**src/rtl/mem_copy_engine.sv**
```systemverilog
// Byte-serial memory copy/fill engine: copy reads each source byte then writes it,
// fill writes fill_value; transfers run in ascending address order with pointer wrap.
module mem_copy_engine #(
  parameter int AW = 8
) (
  input  logic          clk,
  input  logic          reset,
  input  logic          start,
  input  logic          mode,
  input  logic [AW-1:0] src_base,
  input  logic [AW-1:0] dst_base,
  input  logic [7:0]    len,
  input  logic [7:0]    fill_value,
  output logic          busy,
  output logic          done,
  output logic [AW-1:0] DataAddress,
  output logic          ReadMem,
  output logic          WriteMem,
  output logic [7:0]    DataIn,
  input  logic [7:0]    DataOut
);

  typedef enum logic [1:0] {IDLE, READ, WRITE, DONE} state_t;

  state_t        state, next_state;
  logic [AW-1:0] src_ptr, dst_ptr;
  logic [7:0]    count;
  logic          mode_r;
  logic [7:0]    fill_r;
  logic [7:0]    buffer;

  always_ff @(posedge clk) begin
    if (reset) begin
      state   <= IDLE;
      src_ptr <= '0;
      dst_ptr <= '0;
      count   <= '0;
      mode_r  <= 1'b0;
      fill_r  <= '0;
      buffer  <= '0;
    end else begin
      state <= next_state;
      case (state)
        IDLE: begin
          if (start) begin
            src_ptr <= src_base;
            dst_ptr <= dst_base;
            count   <= len;
            mode_r  <= mode;
            fill_r  <= fill_value;
          end
        end
        READ: buffer <= DataOut;
        WRITE: begin
          src_ptr <= src_ptr + 1'b1;
          dst_ptr <= dst_ptr + 1'b1;
          count   <= count - 8'd1;
        end
        default: ;
      endcase
    end
  end

  always_comb begin
    next_state = state;
    case (state)
      IDLE: begin
        if (start) begin
          if (len == 8'd0)  next_state = DONE;
          else if (mode)    next_state = WRITE;
          else              next_state = READ;
        end
      end
      READ:  next_state = WRITE;
      WRITE: begin
        if (count == 8'd1) next_state = DONE;
        else if (mode_r)   next_state = WRITE;
        else               next_state = READ;
      end
      DONE:    next_state = IDLE;
      default: next_state = IDLE;
    endcase
  end

  // Memory strobes are masked by reset so an aborted transfer never commits
  // the byte of the cycle in which reset is sampled.
  always_comb begin
    busy        = 1'b0;
    done        = 1'b0;
    DataAddress = '0;
    ReadMem     = 1'b0;
    WriteMem    = 1'b0;
    DataIn      = '0;
    case (state)
      READ: begin
        busy        = 1'b1;
        DataAddress = src_ptr;
        ReadMem     = !reset;
      end
      WRITE: begin
        busy        = 1'b1;
        DataAddress = dst_ptr;
        WriteMem    = !reset;
        DataIn      = mode_r ? fill_r : buffer;
      end
      DONE:    done = 1'b1;
      default: ;
    endcase
  end

endmodule

```
**config.mk**
```make
export PLATFORM = sky130hd
export DESIGN_NAME = mem_copy_engine
export DESIGN_NICKNAME = d
export VERILOG_FILES = /design/src/rtl/mem_copy_engine.sv
export SDC_FILE = /design/constraint.sdc
export NUM_CORES = 1
export LEC_CHECK = 0
export ABC_AREA = 1
export CAP_MARGIN = 20
export CORE_MARGIN = 5
export CORE_UTILIZATION = 30
export CTS_CLUSTER_DIAMETER = 80
export DETAILED_ROUTE_END_ITERATION = 6
export REMOVE_ABC_BUFFERS = 1
export SETUP_SLACK_MARGIN = 0.5
export SLEW_MARGIN = 30
export SYNTH_ARGS = -nofsm -noshare
export SYNTH_HDL_FRONTEND = slang
export SYNTH_SLANG_ARGS = --single-unit
```
**constraint.sdc**
```tcl
create_clock -name clk -period 2.5 [get_ports clk]
set_input_delay 0.375 -clock clk [delete_from_list [all_inputs] [get_ports clk]]
set_output_delay 0.375 -clock clk [all_outputs]
set_load 0.02 [all_outputs]
```
==> impl_metrics.tcl <==
set metrics [dict create \
    setup_tns_ns 0 \
    worst_slack_setup_final_ns 0.529 \
    timing.critical_path.slowest_cell_delay_ns 0.36 \
    grt_max_degree 41 \
    worst-endpoint-required_ns 2.12 \
    timing_worst_slew_pin_value_ns 0.329 \
    nNetsFinal 505 \
    worst_setup_hold_path_clk_slew_ns 0.08 \
    die_w_um 101 \
    synth.most_common_cell "sky130_fd_sc_hd__nor2_1" \
    area_growth_pct 38.6 \
    timing.final.hold_violations 0 \
    synth-edff-count 0 \
    postPlaceCellArea_mm2 0.00321 \
    netlist.area_leader.share 0.350 \
    clk_root_buffer_cell "sky130_fd_sc_hd__clkbuf_8" \
    ios 64 \
    timing.slew.headroom 0.780 \
    cpMaxStageDelayCell "sky130_fd_sc_hd__dfxtp_2" \
    timing.rr.start "state[0]$_SDFFE_PP0P_" \
    postSynthAreaPerCell_um2 6.31 \
    yosys.cell_types.count 27 \
    floorplan.die.height_um 101 \
    detail_route.vias_per_cell 4.76 \
    timing_max_transition_violations_final 0 \
    powerDensity_mw_per_mm2 627 \
    clock-skew-final_ns 0.00436 \
    fp.coreArea_mm2 0.00809 \
    initial_core_util 0.304 \
    timing.critical_path.from "state[1]$_SDFFE_PP0P_" \
    grtUsageTotal 0.147 \
    max_freq_ghz 0.507 \
    endpoint_kind "output port" \
    ant_nets 0 \
    drc_errors 0 \
    syn_inst 390 \
    totalWireLength_um 7380 \
    critical_path_peak_fanout 11 \
    period_minus_slack_ns 1.97 \
    timing.critical_path.arrival_ns 1.60 \
    detailroute.via_count 2661 \
    postLayoutCellArea_mm2 0.00341 \
    ctsLongestPathBuffers 2 \
    class_of_the_tightest_hold_or_removal_check "reg2reg" \
    min_from "dst_ptr[2]$_SDFFE_PP0P_" \
    floorplan.rows 33 \
    timing.reg2reg.worst_path_depth 10 \
    routedWlPerCell_um 13.2 \
    result_of_the_run "finished, final reports clean" \
    gp_congestion 0.820 \
    synth_seq_cells 43 \
    ys_seq_area_frac 0.350 \
    setup_viol 0 \
    cts_tree "done" \
    grt_overflow 0 \
    cellLeakagePower_nw 1.40 \
    max_cap_violations 0 \
    drt_iter0_drc 97 \
    setup.worst_path.start_class "register" \
    grt_first_pass_wirelength_um 12100 \
    grt_setup_unrepaired "yes" \
    tritoncts.num_buffers 5 \
    die_area_mm2 0.0101 \
    timing.final.crit_share 0.788 \
    num_antenna_cells 0 \
    drt_first_pass_iters 4 \
    synthTopCellsByCount "89 x sky130_fd_sc_hd__nor2_1, 75 x sky130_fd_sc_hd__nand2_1, 54 x sky130_fd_sc_hd__o21ai_0" \
    portBuffers 63 \
    fraction_of_final_layout_cells_sized_beyond_drive_strength_1 0.119 \
    first_global_vias 2577 \
    cell_type_with_the_highest_aggregate_area_in_the_netlist "sky130_fd_sc_hd__dfxtp_1" \
    min_delay_path_depth 2 \
    pre_cts_ws_ns 0.351 \
    clkSinkCount 43 \
    ir_drop_mv 0.313 \
    htree_num_levels 2 \
    antenna_found_initial 0 \
    critical_path.cell_chain "inv_1 > ha_4 > clkinv_1 > nor2_1 > dlygate4sd2_1" \
    worst-setup-path-type "reg2out" \
    synthesis.area_mm2 0.00246 \
    clkLatencyLatePin_ns 0.29 \
    dp_hpwl_um 5390 \
    cts_post_setup_buffers_inserted 0 \
    synth_top_area_cells "sky130_fd_sc_hd__dfxtp_1 35%, sky130_fd_sc_hd__nor2_1 14%, sky130_fd_sc_hd__nand2_1 11%" \
    synth-warning-count 0 \
    dominantRegCellSynth "sky130_fd_sc_hd__dfxtp_1" \
    post_synthesis_async_set_or_reset_flop_share 0 \
]
[state kept, by name (all words and copies together), names as in the netlist]
register and cells:
count 8, dst_ptr 8, mode_r 1, buffer 8, src_ptr 8, fill_r 8
state 2
[report_power, final]
| group | total (mW) | internal [mW] | switching [mW] |
|---|---|---|---|
| Combinational | 0.622 | 0.268 | 0.354 |
| Clock | 0.651 | 0.399 | 0.252 |
| Sequential | 0.865 | 0.781 | 0.0844 |
[critical path, delay by kind of cell (launching register included)]
kind | cells | cell delay, ns
adder cells (fa/ha/maj) | 1 | 0.22
AND/OR/NAND/NOR | 1 | 0.15
buffers and inverters | 3 | 0.57
flip-flops | 1 | 0.36
[stage by stage]
step                      cells  total power [mW]  hold WS, ns  utilization
after floorplan             371              1.22        0.444            -
after global placement      550              1.46        0.465        0.397
after detailed placement    550              1.47        0.468        0.397
after CTS                   559              2.15        0.485        0.417
after global routing        559              2.28        0.506        0.422
final                       559              2.14        0.488        0.422
[logic make-up (layout without fill, tap and decap cells)]
logic type / Yosys count / after routing / share of synthesized area
DFF: 43 / 43 / 0.350
adders and majority gates: 8 / 8 / 0.0407
AOI/OAI and AO/OA: 101 / 101 / 0.217
buffers and inverters: 49 / 113 / 0.0895
and+or+nand+nor: 189 / 189 / 0.303
[layout make-up]
| class | count | area [µm²] |
|---|---|---|
| repair buffers | 75 | 737 |
| multi-input cells | 298 | 1430 |
| fillers | 881 | 4680 |
| flip-flops and latches | 43 | 863 |
| clock buffers | 5 | 68.8 |
| well taps | 105 | 131 |
| inverters | 30 | 116 |
| clock inverters | 3 | 67.6 |
[cells in the final DEF (no fill, tap or decap)]
cell type and n:
sky130_fd_sc_hd__a211oi_1 3, sky130_fd_sc_hd__a21oi_1 25, sky130_fd_sc_hd__a21oi_2 6, sky130_fd_sc_hd__a31oi_1 6, sky130_fd_sc_hd__buf_12 1, sky130_fd_sc_hd__buf_2 4
sky130_fd_sc_hd__buf_4 14, sky130_fd_sc_hd__buf_6 2, sky130_fd_sc_hd__bufbuf_16 1, sky130_fd_sc_hd__bufinv_16 2, sky130_fd_sc_hd__clkbuf_8 5, sky130_fd_sc_hd__clkdlybuf4s15_2 7
sky130_fd_sc_hd__clkdlybuf4s50_1 44, sky130_fd_sc_hd__clkinv_1 1, sky130_fd_sc_hd__clkinv_2 1, sky130_fd_sc_hd__clkinvlp_4 1, sky130_fd_sc_hd__dfxtp_1 41, sky130_fd_sc_hd__dfxtp_2 2
sky130_fd_sc_hd__dlygate4sd2_1 2, sky130_fd_sc_hd__ha_1 6, sky130_fd_sc_hd__ha_4 2, sky130_fd_sc_hd__inv_1 23, sky130_fd_sc_hd__inv_2 4, sky130_fd_sc_hd__inv_4 1
sky130_fd_sc_hd__nand2_1 75, sky130_fd_sc_hd__nand3_1 16, sky130_fd_sc_hd__nand3b_1 1, sky130_fd_sc_hd__nand4_1 2, sky130_fd_sc_hd__nor2_1 89, sky130_fd_sc_hd__nor3_1 6
sky130_fd_sc_hd__o211ai_1 1, sky130_fd_sc_hd__o21a_1 1, sky130_fd_sc_hd__o21ai_0 54, sky130_fd_sc_hd__o21ai_1 1, sky130_fd_sc_hd__o21ai_2 1, sky130_fd_sc_hd__o21bai_1 1
sky130_fd_sc_hd__o22ai_1 2
[worst paths after layout]
| check | to | slack, ns |
|---|---|---|
| hold / removal | dst_ptr[2]$_SDFFE_PP0P_ | 0.49 |
| hold reg to reg | dst_ptr[2]$_SDFFE_PP0P_ | 0.49 |
| setup / recovery | ReadMem | 0.53 |
| setup reg to reg | count[6]$_SDFFE_PP0P_ | 0.72 |
[routing by layer]
metal,global-route usage,part of all wire,up-vias
li1,-,-,1396
met1,0.192,0.46,1186
met2,0.248,0.47,73
met3,0.0332,0.062,6
met4,0.0352,0.0085,0
met5,0,0,-
[repair_timing]
action / 4_1_cts / 5_1_grt
gates cloned: 1 / 0
resized for setup: 69 / 18
hold buffers: 0 / 0
hold endpoints to repair: 0 / 0
setup endpoints to repair: 26 / 24
Power figures use the tool's default switching activity.
